## config.mk

```make
export PLATFORM = sky130hd
export DESIGN_NAME = print_bus_master
export DESIGN_NICKNAME = d
export VERILOG_FILES = /design/src/rtl/print_bus_pkg.sv /design/src/rtl/sync_word_fifo.sv /design/src/rtl/print_bus_master.sv
export SDC_FILE = /design/constraint.sdc
export NUM_CORES = 1
export LEC_CHECK = 0
export ABC_AREA = 1
export BUFFER_PORTS_ARGS = -buffer_cell sky130_fd_sc_hd__buf_2
export CORE_MARGIN = 5
export CORE_UTILIZATION = 40
export CTS_CLUSTER_DIAMETER = 100
export CTS_CLUSTER_SIZE = 30
export DETAILED_ROUTE_END_ITERATION = 16
export PLACE_DENSITY = 0.56
export SETUP_SLACK_MARGIN = 0.5
export SLEW_MARGIN = 20
export SYNTH_ARGS = -nofsm -noshare
export SYNTH_HDL_FRONTEND = slang
export SYNTH_SLANG_ARGS = --single-unit
```

## constraint.sdc

```tcl
create_clock -name clk_i -period 2.99 [get_ports clk_i]
set_input_delay 0.598 -clock clk_i [delete_from_list [all_inputs] [get_ports clk_i]]
set_output_delay 0.598 -clock clk_i [all_outputs]
set_load 0.02 [all_outputs]
```

## src/rtl/print_bus_pkg.sv

```systemverilog
// Shared types and constants for the print-path bus initiator.
package print_bus_pkg;

  localparam int unsigned ADDR_DATA_W = 32;
  localparam int unsigned BE_W        = 4;
  localparam int unsigned BURST_W     = 8;
  localparam int unsigned BEAT_W      = 9;

  localparam logic [BE_W-1:0] BYTE_EN_ALL = 4'hF;

  typedef enum logic [2:0] {
    ST_IDLE,
    ST_REQ,
    ST_BEGIN,
    ST_DATA,
    ST_END
  } state_e;

  typedef struct packed {
    logic [ADDR_DATA_W-1:0] addr_data;
    logic [BE_W-1:0]        byte_en;
    logic [BURST_W-1:0]     burst_size;
    logic                   request;
    logic                   beg_txn;
    logic                   end_txn;
    logic                   valid;
  } bus_out_t;

endpackage

```

## src/rtl/sync_word_fifo.sv

```systemverilog
// Synchronous word FIFO with count; peek_o exposes the word after the head.
module sync_word_fifo #(
  parameter int unsigned WIDTH = 32,
  parameter int unsigned DEPTH = 16
) (
  input  logic                     clk_i,
  input  logic                     rst_ni,
  input  logic                     push_i,
  input  logic                     pop_i,
  input  logic [WIDTH-1:0]         data_i,
  output logic [WIDTH-1:0]         data_o,
  output logic [WIDTH-1:0]         peek_o,
  output logic                     full_o,
  output logic                     empty_o,
  output logic [$clog2(DEPTH):0]   count_o
);

  localparam int unsigned PTR_W = $clog2(DEPTH);
  localparam int unsigned CNT_W = PTR_W + 1;

  logic [WIDTH-1:0] mem_q [DEPTH];
  logic [PTR_W-1:0] wr_ptr_q, rd_ptr_q;
  logic [CNT_W-1:0] count_q;
  logic             push_acc, pop_acc;

  // Full is judged on the pre-pop count, so a push while full is refused.
  assign push_acc = push_i && !full_o;
  assign pop_acc  = pop_i && !empty_o;

  always_ff @(posedge clk_i) begin
    if (push_acc) mem_q[wr_ptr_q] <= data_i;
  end

  always_ff @(posedge clk_i or negedge rst_ni) begin
    if (!rst_ni) begin
      wr_ptr_q <= '0;
      rd_ptr_q <= '0;
      count_q  <= '0;
    end else begin
      if (push_acc) wr_ptr_q <= wr_ptr_q + PTR_W'(1);
      if (pop_acc)  rd_ptr_q <= rd_ptr_q + PTR_W'(1);
      case ({push_acc, pop_acc})
        2'b10:   count_q <= count_q + CNT_W'(1);
        2'b01:   count_q <= count_q - CNT_W'(1);
        default: count_q <= count_q;
      endcase
    end
  end

  assign data_o  = mem_q[rd_ptr_q];
  assign peek_o  = mem_q[rd_ptr_q + PTR_W'(1)];
  assign full_o  = (count_q == CNT_W'(DEPTH));
  assign empty_o = (count_q == '0);
  assign count_o = count_q;

endmodule

```

## src/rtl/print_bus_master.sv

```systemverilog
// Drains a local word FIFO into write bursts at a fixed print-peripheral address.
module print_bus_master
  import print_bus_pkg::*;
#(
  parameter logic [31:0] BASE_ADDR  = 32'h6000_0000,
  parameter int unsigned FIFO_DEPTH = 16,
  parameter int unsigned MAX_BURST  = 8
) (
  input  logic                   clk_i,
  input  logic                   rst_ni,
  input  logic                   push_i,
  input  logic [ADDR_DATA_W-1:0] pushData_i,
  output logic                   full_o,
  output logic                   empty_o,
  output logic [15:0]            droppedCount_o,
  output logic [15:0]            errorCount_o,
  output logic                   bus_request_o,
  input  logic                   bus_grant_i,
  output logic [ADDR_DATA_W-1:0] bus_addrData_o,
  output logic [BE_W-1:0]        bus_byteEnables_o,
  output logic [BURST_W-1:0]     bus_burstSize_o,
  output logic                   bus_readNWrite_o,
  output logic                   bus_beginTransaction_o,
  output logic                   bus_endTransaction_o,
  output logic                   bus_dataValid_o,
  input  logic                   bus_busy_i,
  input  logic                   bus_error_i
);

  localparam int unsigned CNT_W = $clog2(FIFO_DEPTH) + 1;

  state_e                 state_q, state_d;
  logic [BEAT_W-1:0]      len_q, len_d, beat_q, beat_d;
  bus_out_t               bus_q, bus_d;
  logic [15:0]            drop_q, err_q;
  logic                   pop, err_inc;
  logic [ADDR_DATA_W-1:0] fifo_head, fifo_next;
  logic                   fifo_full, fifo_empty;
  logic [CNT_W-1:0]       fifo_count;

  sync_word_fifo #(
    .WIDTH(ADDR_DATA_W),
    .DEPTH(FIFO_DEPTH)
  ) u_fifo (
    .clk_i  (clk_i),
    .rst_ni (rst_ni),
    .push_i (push_i),
    .pop_i  (pop),
    .data_i (pushData_i),
    .data_o (fifo_head),
    .peek_o (fifo_next),
    .full_o (fifo_full),
    .empty_o(fifo_empty),
    .count_o(fifo_count)
  );

  // Next state, then bus outputs decoded from the next state so they leave on flops.
  always_comb begin
    state_d = state_q;
    len_d   = len_q;
    beat_d  = beat_q;
    pop     = 1'b0;
    err_inc = 1'b0;
    bus_d   = '0;

    case (state_q)
      ST_IDLE: if (!fifo_empty) state_d = ST_REQ;
      ST_REQ: begin
        if (bus_grant_i) begin
          if (32'(fifo_count) > MAX_BURST) len_d = BEAT_W'(MAX_BURST);
          else                             len_d = BEAT_W'(fifo_count);
          state_d = ST_BEGIN;
        end
      end
      ST_BEGIN: begin
        beat_d = '0;
        if (bus_error_i) begin
          err_inc = 1'b1;
          state_d = ST_END;
        end else begin
          state_d = ST_DATA;
        end
      end
      ST_DATA: begin
        if (bus_error_i) begin
          err_inc = 1'b1;
          state_d = ST_END;
        end else if (!bus_busy_i) begin
          pop    = 1'b1;
          beat_d = beat_q + BEAT_W'(1);
          if (beat_d == len_q) state_d = ST_END;
        end
      end
      ST_END:  state_d = ST_IDLE;
      default: state_d = ST_IDLE;
    endcase

    case (state_d)
      ST_REQ: bus_d.request = 1'b1;
      ST_BEGIN: begin
        bus_d.request    = 1'b1;
        bus_d.beg_txn    = 1'b1;
        bus_d.addr_data  = BASE_ADDR;
        bus_d.byte_en    = BYTE_EN_ALL;
        bus_d.burst_size = BURST_W'(len_d - BEAT_W'(1));
      end
      ST_DATA: begin
        bus_d.request   = 1'b1;
        bus_d.valid     = 1'b1;
        bus_d.addr_data = pop ? fifo_next : fifo_head;
      end
      ST_END: begin
        bus_d.request = 1'b1;
        bus_d.end_txn = 1'b1;
      end
      default: ;
    endcase
  end

  always_ff @(posedge clk_i or negedge rst_ni) begin
    if (!rst_ni) begin
      state_q <= ST_IDLE;
      len_q   <= '0;
      beat_q  <= '0;
      bus_q   <= '0;
      drop_q  <= '0;
      err_q   <= '0;
    end else begin
      state_q <= state_d;
      len_q   <= len_d;
      beat_q  <= beat_d;
      bus_q   <= bus_d;
      if (push_i && fifo_full && drop_q != 16'hFFFF) drop_q <= drop_q + 16'd1;
      if (err_inc && err_q != 16'hFFFF)              err_q  <= err_q + 16'd1;
    end
  end

  assign full_o                 = fifo_full;
  assign empty_o                = fifo_empty;
  assign droppedCount_o         = drop_q;
  assign errorCount_o           = err_q;
  assign bus_request_o          = bus_q.request;
  assign bus_addrData_o         = bus_q.addr_data;
  assign bus_byteEnables_o      = bus_q.byte_en;
  assign bus_burstSize_o        = bus_q.burst_size;
  assign bus_readNWrite_o       = 1'b0;
  assign bus_beginTransaction_o = bus_q.beg_txn;
  assign bus_endTransaction_o   = bus_q.end_txn;
  assign bus_dataValid_o        = bus_q.valid;

endmodule

```

**After elaboration in Yosys (flattened, before gate mapping)**

Memory sizes are Yosys's and may differ from the RTL's.
Index checks and enable logic that the tools add are counted.

- Magnitude comparators: 1
- Add/subtract/negate cells: 8
- Equal/unequal tests: 15
- Mux-type cells: 28
- Reductions and logical operators: 14

Operators by type and width:

| kind | count |
|---|---|
| $pmux 32 s2 | 1 |
| $mux 9 | 4 |
| $add 16x1->16 const B | 2 |
| $mux 32 | 1 |
| $ne 16x16->1 const B | 2 |
| $mux 3 | 6 |
| $pmux 9 s2 | 1 |
| $eq 3x2->1 const B | 4 |
| $mux 12 | 1 |
| $pmux 3 s4 | 1 |
| $mux 1 | 11 |
| $pmux 5 s2 | 1 |
| $add 9x1->9 const B | 1 |
| $eq 9x9->1 | 1 |
| $add 4x1->4 const B | 2 |
| $sub 8x1->8 const B | 1 |
| $eq 3x1->1 const B | 2 |
| $add 5x1->5 const B | 1 |
| $eq 5x5->1 const B | 1 |
| $gt 5x4->1 const B | 1 |
| $logic_and 1x1->1 | 5 |
| $logic_not 5->1 | 1 |
| $mux 5 | 1 |
| $sub 5x1->5 const B | 1 |
| other kinds (10) | 13 |

- Memories: 1
- Output and inout port bits: 83
- Word-level logic and storage cells: 82
- RAM bits: 512
- Register bits: 114
- Bits of input ports: 38

Memory list:

| name | words | width | read ports | clocked after memory_dff | write ports | RTL line | RTL |
|---|---|---|---|---|---|---|---|
| u_fifo.mem_q | 16 | 32 | 2 | 0 | 1 | sync_word_fifo.sv:21 | `logic [WIDTH-1:0] mem_q [DEPTH];` |

**Logic depth before layout (Yosys ltp)**

Gate-level depths: netlist of run 1.

- Depth after elaboration: 9
- Mapped depth: 19

**Hierarchy**

Synthesis of run 1 repeated with hierarchy kept, for this count alone.

- Cell total of the unflattened synthesis: 3856
- Area, all modules: 32512.4 um2

By module, submodules not included:

| module | seq. area each (um2) | cells an instance | area an instance (um2) | times used |
|---|---|---|---|---|
| sync_word_fifo | 15700.1 | 3358 | 27853.0 | 1 |
| print_bus_master | 2402.3 | 498 | 4659.5 | 1 |

**Least setup slack after synthesis of run 1**

Ideal clock, no wire load.

- Path type: register -> register
- Start: reg u_fifo.count_q[0], in the netlist u_fifo.count_o[0]
- End: mem u_fifo.mem_q[11][0], enable pin
- Setup slack: 0.140 ns
- Cell stages (with the launch flop): 8
- Setup time: 0.421 ns
- Buffers on the path: 0
- Arrival: 2.429 ns
- Data required time: 2.569 ns
- Period minus slack after synthesis: 2.850 ns
- Cells stage by stage: dfrtp_1 inv_2 nand3_1 nand3b_1 nand2_1 inv_1 nand2_1 nor2_1

- Longest elaborated chain between the ends: 5

Ends and longest elaborated chain:

| item | RTL line | RTL |
|---|---|---|
| from (decl) | sync_word_fifo.sv:23 | `logic [CNT_W-1:0] count_q;` |
| from (signal assigned) | sync_word_fifo.sv:43 | `2'b10: count_q <= count_q + CNT_W'(1);` |
| from (signal assigned) | sync_word_fifo.sv:44 | `2'b01: count_q <= count_q - CNT_W'(1);` |
| from (signal assigned) | sync_word_fifo.sv:45 | `default: count_q <= count_q;` |
| $eq 5x5->1 | sync_word_fifo.sv:52 | `assign full_o = (count_q == CNT_W'(DEPTH));` |
| $logic_not 1->1 | sync_word_fifo.sv:27 | `assign push_acc = push_i && !full_o;` |
| $logic_and 1x1->1 | sync_word_fifo.sv:27 |  |
| $mux 1 | sync_word_fifo.sv:31 | `if (push_acc) mem_q[wr_ptr_q] <= data_i;` |
| $mux 1 (implied by the code) | sync_word_fifo.sv:31 |  |
| to (decl) | sync_word_fifo.sv:21 |  |

No other way between the ends.

**Worst setup path after layout of run 1**

- Start: reg u_fifo.count_q[4], in the netlist u_fifo.count_o[4]
- End: out empty_o

- Longest elaborated chain between the ends: 1

Ends and longest elaborated chain:

| item | RTL line | RTL |
|---|---|---|
| $logic_not 5->1 | sync_word_fifo.sv:53 | `assign empty_o = (count_q == '0);` |
| to (decl) | print_bus_master.sv:14 | `output logic empty_o,` |

No other way between the ends.

==> results by group, run 1 <==
Synthesis
  • Synth Area in Simple Gates: 0.2513
  • XOR/XNOR Fraction of Synth Area: 0.01181
  • Post-Synth Adder-Cell Area: 0.005988
  • Register area share after synthesis: 0.5934
  • Post-synthesis mux area share: 0
  • Yosys warnings: 0
  • Post-synth cell types: 41
  • Synth Register Bits: 621
  • Dominant cells by area after synthesis: edfxtp_1 (50%), nand3_1 (12%), nand2_1 (11%), dfrtp_1 (8.9%), a21oi_1 (2.9%)
  • Avg Inst Size Synth: 9.404 µm²
  • Synth Area in Compound Gates: 0.07641
  • Post-Syn Area: 0.03051 mm²
  • Synth Net Count: 3,296
  • Largest family of logic cells by synthesized area: simple AND/OR/NAND/NOR gates
  • Largest area contributor in the netlist: edfxtp_1
  • Cells after synthesis: 3,244
  • Yosys top cell area share: 0.5040

Floorplanning
  • Chip height: 286.2 µm
  • Cell Rows: 101
  • Die Width: 286.2 µm
  • Starting density of the core: 0.4023
  • Io pins: 121
  • Die footprint: 0.08189 mm²
  • Core area: 0.07582 mm²

Global route
  • Vias in the first global route: 22,030
  • Grt ovf: 0
  • Initial antenna violation count: 4
  • First-pass GRT wire length: 136,800 µm
  • GRT Total Usage: 0.2141
  • Largest net degree at the start of global routing: 221

Cells and area
  • Antenna diode count: 0
  • Area delta synth->final: 9.261%
  • Final net count: 3,297
  • Ratio of cells with drive above 1 in the final layout: 0.1025

Clock tree
  • CTS sink cnt: 621
  • CTS tree: done
  • H-tree Lvls: 1
  • Clock tree buffer depth: 3
  • Clk_lat worst skew: 630 ps
  • Clock root buffer: clkbuf_16
  • Worst-path clk slew: 110 ps
  • CTS Buf Count: 29

Worst setup path
  • CP Class: reg2out
  • Worst-path cell chain: or2_2 > nor2_2 > buf_2
  • Slowest stage delay, CP: 420 ps
  • Crit path max fanout: 4
  • Worst Path Required: 2390 ps
  • Critical Path Slowest Stage Cell: dfrtp_1
  • Crit path arrival time: 1850 ps
  • Startpoint Class: flip-flop
  • CP endpoint kind: output pin

STA
  • Setup violators final: 0
  • Final worst slack: 539.1 ps
  • Slew Viols, Final: 0
  • Fmax: 408.0 MHz
  • Tcrit/Tclk final: 0.8197
  • Min cycle time layout: 2451 ps
  • Relative slew slack: 0.3145
  • Skew final: 21.39 ps
  • Worst slew pin tran: 1028 ps
  • Setup_tns: 0 ps
  • Final hold viol count: 0
  • RSZ-0062 raised after global routing: yes

Run
  • Max cap viols: 0

Drt
  • Vias: 23,490
  • Final wirelength: 90,340 µm
  • DRT iter0 DRCs: 2,193
  • WL/cell: 21.28 µm
  • DRT Pass-1 Iters: 6
  • Vias per cell: 5.533
  • DRC errors left: 0
  • Remaining antenna violation count: 0

Pwr
  • Worst IR Drop VDD: 1431 µV
  • Power density cells: 1034 mW/mm²
  • Leak: 13.10 nW
  • Overall Power: 34.47 mW

Hold path
  • Hold WC Path Type: in2reg

Place
  • Final GP Congestion: 0.7953
  • Port Buffers: 119
  • Detailed placer's ending HPWL: 50,830 µm
  • Post-Place Setup Slack: 394.6 ps

Outcome
  • Status: complete, no violations
## cells in the mapped netlist, drive strengths merged
cell type / instances
nand4: 13
clkinv: 1
xor2: 25
nor3: 3
o21bai: 1
dfrtp: 109
o22ai: 8
xnor2: 14
o21ai: 157
nand3: 727
or2: 2
nor2: 113
a21o: 22
nand2: 887
clkbuf: 46
conb: 1
nand3b: 2
a22oi: 1
a21oi: 176
buf: 183
edfxtp: 512
and2: 1
ha: 13
inv: 167
fa: 1
a31oi: 1
nor4: 1
o211ai: 57
## power breakdown
group / internal, mW / switching [mW]
combinational: 5.68 / 12.6
sequential: 10.5 / 0.657
clock: 2.04 / 2.99
## registers in the layout, summed over array words and instances, names as in the netlist
signal                cells
beat_q                    9
bus_addrData_o           32
bus_burstSize_o           8
bus_byteEnables_o         1
bus_dataValid_o           1
bus_endTransaction_o      1
bus_request_o             1
droppedCount_o           16
errorCount_o             16
len_q                     8
state_q                   3
u_fifo.count_o            5
u_fifo.mem_q            512
u_fifo.rd_ptr_q           4
u_fifo.wr_ptr_q           4
## what timing repair did
action                     in CTS  in global routing
setup endpoints to repair      39                120
hold endpoints to repair       13                  0
resized for setup               1                 18
pin swaps                       0                  4
hold buffers                    1                  0
setup buffers                   0                  4
## worst paths after layout
path | from | end | depth (start not counted) | slack (ps)
max in group asynchronous | rst_ni | bus_addrData_o[4] | 3 | 1700
setup reg to reg | u_fifo.count_o[0] | u_fifo.mem_q[5][3] | 9 | 580
hold reg to reg | droppedCount_o[8] | droppedCount_o[8] | 1 | 500
hold / removal | pushData_i[22] | u_fifo.mem_q[8][22] | 1 | 340
setup / recovery | u_fifo.count_o[4] | empty_o | 3 | 540
min in group asynchronous | rst_ni | bus_addrData_o[28] | 2 | 560
## cell families after synthesis
group,count (synthesis)
flip-flops,621
adder cells (fa/ha/maj),14
AND/OR/NAND/NOR,1749
AO/OA/AOI/OAI,423
buffers and inverters,397
XOR/XNOR,39
other,1
## cell usage in the layout, fill, tap and decap left out, types with 3 or more instances in the layout
cell type,synthesis,final
xor2_1,24,24
dfrtp_1,109,105
edfxtp_1,512,512
inv_8,0,6
clkinv_4,1,3
o21ai_1,15,15
nand4_1,13,13
buf_2,111,118
o211ai_1,57,57
buf_12,0,31
clkbuf_1,46,7
buf_4,29,43
nor2_1,76,58
ha_1,13,11
inv_2,11,8
clkbuf_16,0,29
a21oi_1,176,176
nand2_2,5,7
nor3_1,3,3
o22ai_1,8,8
inv_1,156,154
nand3_1,724,723
nand3_2,3,4
nor2_4,2,20
o21ai_0,142,142
clkinv_8,0,5
a21o_1,22,22
xnor2_1,14,13
nand2_1,881,879
nor2_2,35,35
buf_6,11,6
## through the flow
step	utilization	cell area (µm²)	instances	hold WS (ps)
after floorplan	-	30520	3244	302.4
after global placement	0.4251	32230	4187	475.6
after detailed placement	0.4251	32230	4187	487.5
after CTS	0.4384	33240	4241	302.6
after global routing	0.4396	33330	4245	321.0
final	0.4396	33330	4245	336.3
## critical path: cells and delay by family, from the launching register on
kind	cells	cell delay [ps]
buffers and inverters	1	230
AND/OR/NAND/NOR	2	580
flip-flops	1	420
## metal layers
layer | up-vias | routed length (µm) | global-route usage
met4 | 0 | 1794 | 0.04157
met5 | - | 0 | 0
met1 | 11410 | 38970 | 0.2986
li1 | 11210 | - | -
met3 | 108 | 5147 | 0.02240
met2 | 760 | 44430 | 0.3678
## area by class of cell
class,count,area (µm²)
Sequential cell,621,18110
Multi-Input combinational cell,2226,10720
Clock buffer,37,765.7
Inverter,168,661.9
Timing Repair Buffer,199,1612
Tap cell,978,1224
Clock inverter,16,231.5
Fill cell,7273,42490
Note: power is estimated with default switching activity, not from simulation.
==> run 2: changes to the inputs <==
ABC_AREA = 0   (was 1)
clock period = 2.23 ns   (was 2.99 ns; I/O delays follow)
==> results by group, run 2 <==
Outcome
  • Status: complete, but fails checks (was complete, no violations)
  • Violated checks: setup timing

Synthesis
  • Dominant cells by area after synthesis: edfxtp_1 (55%), mux4_2 (25%), dfrtp_1 (9.7%), nand2_1 (1.3%), xnor2_1 (0.99%) (was edfxtp_1 (50%), nand3_1 (12%), nand2_1 (11%), dfrtp_1 (8.9%), a21oi_1 (2.9%))
  • Avg Inst Size Synth: 19.56 µm² (was 9.404 µm²)
  • Post-synth ARST share: 0.1755 (unchanged)
  • Cells after synthesis: 1,440 (was 3,244)
  • Count leader, synth: edfxtp_1 (was nand2_1)
  • Register area share after synthesis: 0.6427 (was 0.5934)
  • Synth Register Bits: 621 (unchanged)
  • Ys flop type: edfxtp_1 (unchanged)
  • Post-Syn Area: 0.02817 mm² (was 0.03051 mm²)
  • Largest area contributor in the netlist: edfxtp_1 (unchanged)
  • Synth Net Count: 1,492 (was 3,296)
  • Post-synth cell types: 48 (was 41)
  • Synth top cells by count: edfxtp_1 (512), mux4_2 (316), dfrtp_1 (109), nand2_1 (99), nor2_1 (48) (was nand2_1 (881), nand3_1 (724), edfxtp_1 (512), a21oi_1 (176), inv_1 (156))
  • Yosys warnings: 0 (unchanged)
  • Post-synth EDFFs: 512 (unchanged)
  • Yosys top cell area share: 0.5458 (was 0.5040)

Worst setup path
  • Reg2reg setup slack: -90 ps (was 580 ps)
  • CP Class: reg2reg (was reg2out)
  • CP startpoint: u_fifo.rd_ptr_q[1] (was u_fifo.count_o[4])
  • Critical Path Slowest Stage Cell: mux4_2 (was dfrtp_1)
  • Worst Path Required: 2750 ps (was 2390 ps)
  • RR Endpoint: bus_addrData_o[30] (was u_fifo.mem_q[5][3])
  • CP endpoint kind: flip-flop (was output pin)
  • Reg2Reg Depth: 9 (unchanged)
  • Worst-path cell chain: buf_4 > buf_12 > mux4_2 > nor2b_1 > a211oi_2 > a21oi_1 > a21oi_1 > buf_4 > o21ai_1 (was or2_2 > nor2_2 > buf_2)
  • Slowest stage delay, CP: 510 ps (was 420 ps)
  • Crit path max fanout: 12 (was 4)
  • Startpoint Class: flip-flop (unchanged)
  • Crit path arrival time: 2840 ps (was 1850 ps)
  • CP endpoint: bus_addrData_o[30] (was empty_o)
  • Worst R2R Start: u_fifo.rd_ptr_q[1] (was u_fifo.count_o[0])

Floorplanning
  • Cell Rows: 97 (was 101)
  • Die footprint: 0.07583 mm² (was 0.08189 mm²)
  • Core area: 0.06991 mm² (was 0.07582 mm²)
  • Die Width: 275.4 µm (was 286.2 µm)
  • Chip height: 275.4 µm (was 286.2 µm)
  • Starting density of the core: 0.4029 (was 0.4023)
  • Io pins: 121 (unchanged)

STA
  • Setup violators final: 184 (was 0)
  • Tcrit/Tclk final: 1.042
  • Slew Viols, Final: 0 (unchanged)
  • Final worst slack: -93.16 ps (was 539.1 ps)
  • Final hold viol count: 0 (unchanged)
  • Relative slew slack: 0.6278 (was 0.3145)
  • Fmax: 430.4 MHz
  • Min cycle time layout: 2323 ps
  • Skew final: 36.70 ps (was 21.39 ps)
  • RSZ-0062 raised after global routing: yes (unchanged)
  • Worst slew pin tran: 558.4 ps (was 1028 ps)

Place
  • Detailed placer's ending HPWL: 42,740 µm (was 50,830 µm)
  • Post-Place Setup Slack: -195.5 ps (was 394.6 ps)
  • Final GP Congestion: 0.7491 (was 0.7953)
  • Port Buffers: 119 (unchanged)
  • Dpl cell area: 0.03145 mm² (was 0.03223 mm²)

Clock tree
  • Clock tree buffer depth: 3 (unchanged)
  • Clk_lat worst skew: 640 ps (was 630 ps)
  • Clock root buffer: clkbuf_16 (unchanged)
  • CTS sink cnt: 621 (unchanged)
  • H-tree Lvls: 1 (unchanged)
  • CTS tree: done (unchanged)
  • CTS Buf Count: 26 (was 29)
  • Worst-path clk slew: 120 ps (was 110 ps)

Drt
  • Vias: 16,460 (was 23,490)
  • DRT Pass-1 Iters: 5 (was 6)
  • DRC errors left: 0 (unchanged)
  • WL/cell: 31.49 µm (was 21.28 µm)
  • Remaining antenna violation count: 0 (unchanged)
  • Vias per cell: 5.963 (was 5.533)
  • Final wirelength: 86,920 µm (was 90,340 µm)
  • DRT iter0 DRCs: 1,660 (was 2,193)

Global route
  • Largest net degree at the start of global routing: 48 (was 221)
  • Vias in the first global route: 16,190 (was 22,030)
  • GRT Total Usage: 0.2091 (was 0.2141)
  • Initial antenna violation count: 7 (was 4)
  • Grt ovf: 0 (unchanged)
  • First-pass GRT wire length: 114,900 µm (was 136,800 µm)

Run
  • Max cap viols: 0 (unchanged)

Pwr
  • Worst IR Drop VDD: 771.2 µV (was 1431 µV)
  • Power density cells: 1199 mW/mm² (was 1034 mW/mm²)
  • Leak: 12.77 nW (was 13.10 nW)
  • Overall Power: 43.90 mW (was 34.47 mW)

Cells and area
  • Max reg flops: 512 (unchanged)
  • Most common cell after layout, fill and taps aside: edfxtp_1 (was nand2_1)
  • Ratio of cells with drive above 1 in the final layout: 0.5140 (was 0.1025)
  • Final net count: 1,851 (was 3,297)
  • Design area: 0.03661 mm² (was 0.03333 mm²)
  • Most frequent cells in the layout: edfxtp_1 (512), mux4_2 (316), buf_2 (115), buf_12 (88), dfrtp_1 (85) (was nand2_1 (879), nand3_1 (723), edfxtp_1 (512), a21oi_1 (176), inv_1 (154))
  • Area delta synth->final: 29.96% (was 9.261%)
  • Largest Register: u_fifo.mem_q (unchanged)

Hold path
  • Hold WC Path Type: in2reg (unchanged)
==> run 2: kinds of logic after synthesis <==
kind of cell	Yosys count	synth area share
other	1	0.0001331
flip-flops	621	0.6427
AO/OA/AOI/OAI	83	0.01675
buffers and inverters	118	0.02385
multiplexers	329	0.2575
XOR/XNOR	53	0.01701
adder cells (fa/ha/maj)	14	0.006485
AND/OR/NAND/NOR	221	0.03567
==> run 2: timing repair <==
action	in CTS	in global routing
pin swaps	15	48
buffers inserted	57	47
gates cloned	41	43
hold endpoints to repair	45	0
hold buffers	1	0
endpoints found under the setup margin	586	602
resized for setup	137	132
==> run 2: final cells by class <==
class / count / area, µm²
diodes: 3 / 7.507
fillers: 5427 / 33300
clock buffers: 38 / 726.9
well taps: 940 / 1176
inverters: 20 / 82.58
repair buffers: 429 / 6228
multi-input cells: 701 / 10160
clock inverters: 8 / 80.08
flip-flops and latches: 621 / 18140
==> run 2: metal layers <==
metal | up-vias | wire length, µm | global-route usage
met3 | 111 | 7230 | 0.03442
met5 | - | 14 | 0
li1 | 6689 | - | -
met1 | 8912 | 33770 | 0.2893
met4 | 4 | 2428 | 0.03632
met2 | 743 | 43490 | 0.3585
==> run 2: stage by stage <==
stage | std cells | hold WS, ps | setup TNS, ps | utilization
after floorplan | 1440 | 150.4 | -22740 | -
after global placement | 2522 | 436.5 | -1244 | 0.4499
after detailed placement | 2522 | 440.4 | -1562 | 0.4499
after CTS | 2667 | 109.3 | -4761 | 0.4950
after global routing | 2758 | 140.8 | -26040 | 0.5236
final | 2760 | 148.3 | -6136 | 0.5236
==> run 2: where the power goes <==
part	internal (mW)	switching, mW	total (mW)
sequential	14.0	0.721	14.7
clock	2.37	3.65	6.02
combinational	13.1	10.1	23.2
==> run 2: worst min-delay path by stage <==
| stage | start | end | slack, ps | cells past startpoint |
|---|---|---|---|---|
| finish | bus_grant_i | state_q[0] | 150 | 4 |
| global route | bus_grant_i | state_q[0] | 140 | 4 |
| CTS | bus_grant_i | state_q[0] | 110 | 4 |
| detailed placement | rst_ni | droppedCount_o[10] | 440 | 1 |
| global placement | rst_ni | droppedCount_o[11] | 440 | 1 |
| floorplan | rst_ni | beat_q[0] | 150 | 0 |
==> run 2: worst max-delay path: cells and delay by family, from the launching register on <==
kind	cells	cell delay (ps)
AOI/OAI and AO/OA	4	560
buffers and inverters	3	510
muxes	1	510
DFF	1	470
and+or+nand+nor	1	160
==> run 3: changes to the inputs <==
CORE_ASPECT_RATIO = 1.25   (was not set)
==> results by group, run 3 (synthesis gave the netlist of run 2 again) <==
Pwr
  • Sequential power share: 0.342 (was 0.335)
  • Logic pwr share: 0.516 (was 0.528)
  • Worst IR Drop VDD: 667.8 µV (was 771.2 µV)
  • Leak: 12.67 nW (was 12.77 nW)
  • Clk network pwr share: 0.141 (was 0.137)
  • Power density cells: 1192 mW/mm² (was 1199 mW/mm²)
  • Switching power: 14.02 mW (was 14.48 mW)
  • Sw frac: 0.3266 (was 0.3298)
  • Int Pwr: 28.91 mW (was 29.42 mW)

Global route
  • Largest net degree at the start of global routing: 40 (was 48)
  • GRT Total Usage: 0.2058 (was 0.2091)
  • Initial antenna violation count: 6 (was 7)
  • Grt ovf: 0 (unchanged)
  • First-pass GRT wire length: 114,500 µm (was 114,900 µm)
  • Vias in the first global route: 16,410 (was 16,190)

STA
  • Slew Viols, Final: 0 (unchanged)
  • Final hold viol count: 0 (unchanged)
  • Worst slew pin tran: 594.7 ps (was 558.4 ps)
  • Skew final: 26.97 ps (was 36.70 ps)
  • Fmax: 427.9 MHz (was 430.4 MHz)
  • Relative slew slack: 0.6035 (was 0.6278)
  • Tcrit/Tclk final: 1.048 (was 1.042)
  • RSZ-0062 raised after global routing: yes (unchanged)
  • Setup violators final: 30 (was 184)
  • Min cycle time layout: 2337 ps (was 2323 ps)
  • Final worst slack: -106.8 ps (was -93.16 ps)

Clock tree
  • CTS Buf Count: 26 (unchanged)
  • Worst-path clk slew: 110 ps (was 120 ps)
  • Clock root buffer: clkbuf_16 (unchanged)
  • Clock tree buffer depth: 3 (unchanged)
  • CTS tree: done (unchanged)
  • H-tree Lvls: 1 (unchanged)
  • CTS sink cnt: 621 (unchanged)
  • Clk_lat worst skew: 620 ps (was 640 ps)

Floorplanning
  • Io pins: 121 (unchanged)
  • Core area: 0.06959 mm² (was 0.06991 mm²)
  • Starting density of the core: 0.4048 (was 0.4029)
  • Die footprint: 0.07586 mm² (was 0.07583 mm²)
  • Chip height: 306.7 µm (was 275.4 µm)
  • Cell Rows: 108 (was 97)
  • Die Width: 247.4 µm (was 275.4 µm)

Drt
  • DRT Pass-1 Iters: 5 (unchanged)
  • DRT iter0 DRCs: 1,477 (was 1,660)
  • Final wirelength: 82,010 µm (was 86,920 µm)
  • WL/cell: 29.45 µm (was 31.49 µm)
  • DRC errors left: 0 (unchanged)
  • Vias: 16,250 (was 16,460)
  • Remaining antenna violation count: 0 (unchanged)
  • Vias per cell: 5.835 (was 5.963)

Cells and area
  • Fin util: 0.5174 (was 0.5236)
  • Seq. cell area: 0.01814 mm² (about the same)
  • Ratio of cells with drive above 1 in the final layout: 0.5141 (was 0.5140)
  • Area delta synth->final: 27.82% (was 29.96%)
  • Multi-input gate area: 0.01010 mm² (was 0.01016 mm²)
  • Most common cell after layout, fill and taps aside: edfxtp_1 (unchanged)
  • FILL cells: 5,415 (was 5,427)
  • Most frequent cells in the layout: edfxtp_1 (512), mux4_2 (316), buf_4 (115), buf_2 (109) (was edfxtp_1 (512), mux4_2 (316), buf_2 (115), buf_12 (88), dfrtp_1 (85))
  • Max reg flops: 512 (unchanged)
  • Design area: 0.03600 mm² (was 0.03661 mm²)
  • Final net count: 1,878 (was 1,851)
  • Largest Register: u_fifo.mem_q (unchanged)

Place
  • Final GP Congestion: 0.7596 (was 0.7491)
  • Dpl cell area: 0.03167 mm² (was 0.03145 mm²)
  • Port Buffers: 119 (unchanged)
  • Detailed placer's ending HPWL: 45,120 µm (was 42,740 µm)

Worst setup path
  • RR Endpoint: bus_addrData_o[31] (was bus_addrData_o[30])
  • CP endpoint kind: flip-flop (unchanged)
  • Crit path arrival time: 2840 ps (about the same)
  • Reg2reg setup slack: -110 ps (was -90 ps)
  • Worst Path Required: 2740 ps (was 2750 ps)
  • Reg2Reg Depth: 6 (was 9)
  • Worst R2R Start: u_fifo.rd_ptr_q[0] (was u_fifo.rd_ptr_q[1])
  • CP Class: reg2reg (unchanged)
  • Startpoint Class: flip-flop (unchanged)
  • Crit path max fanout: 9 (was 12)

Outcome
  • Violated checks: setup timing (unchanged)
  • Status: complete, but fails checks (unchanged)

Hold path
  • Hold EP: droppedCount_o[12] (was state_q[0])
  • Hold WC Path Type: in2reg (unchanged)
  • Hold Crit Depth: 3 (was 4)
  • HP Start: push_i (was bus_grant_i)

Run
  • Max cap viols: 0 (unchanged)
==> run 3: repair_timing <==
action / CTS / global route
pin swaps: 17 / 54
gates cloned: 30 / 18
resized for setup: 128 / 137
hold endpoints to repair: 36 / 0
buffers inserted: 64 / 71
setup endpoints to repair: 594 / 606
hold buffers: 1 / 0
==> run 3: power by group through the flow <==
stage                     Sequential, mW  Clock [mW]  Combinational (mW)
after floorplan                     15.0           0                13.3
after global placement              14.8           0                18.6
after detailed placement            14.9           0                18.6
after CTS                           14.6        6.23                21.0
after global routing                14.8        6.65                23.4
final                               14.7        6.07                22.2
==> run 3: layout make-up <==
cell class / instances / share of cell area
flip-flops and latches: 621 / 0.5038
multi-input cells: 701 / 0.2806
repair buffers: 456 / 0.1579
well taps: 935 / 0.03249
clock buffers: 38 / 0.01991
clock inverters: 10 / 0.002850
inverters: 20 / 0.002155
diodes: 4 / 0.0002780
==> run 3: per-layer routing <==
metal | GRT usage | wire, µm | vias to the layer above
met2 | 0.3637 | 43300 | 560
li1 | - | - | 6742
met4 | 0.04117 | 2004 | 4
met5 | 0 | 25 | -
met1 | 0.2791 | 31660 | 8856
met3 | 0.02328 | 5015 | 88
==> run 3: worst max-delay path by stage <==
stage / startpoint / to
floorplan: u_fifo.count_o[0] / u_fifo.mem_q[3][0]
finish: u_fifo.rd_ptr_q[0] / bus_addrData_o[31]
global placement: bus_busy_i / u_fifo.count_o[4]
CTS: u_fifo.rd_ptr_q[0] / bus_addrData_o[17]
detailed placement: bus_busy_i / u_fifo.count_o[4]
global route: u_fifo.rd_ptr_q[0] / bus_addrData_o[12]
==> run 3: stage by stage <==
stage               total power [mW]  std cells  TNS [ps]  setup WS (ps)  hold WS [ps]
detailed placement             33.54       2549     -1434         -144.9         385.6
global placement               33.39       2549    -992.1         -179.8         385.7
CTS                            41.86       2692     -1144         -72.37         85.90
finish                         42.92       2785     -1249         -106.8         127.6
floorplan                      28.26       1440    -22740         -183.7         150.4
global route                   44.87       2782     -5565         -164.9         110.1
==> run 3: worst max-delay path, stage by stage (launching register included) <==
cell and delay (ps):
dfrtp_4 520, ha_4 350, buf_12 200, mux4_2 530, mux4_2 490, nand2_2 80, a21oi_2 50
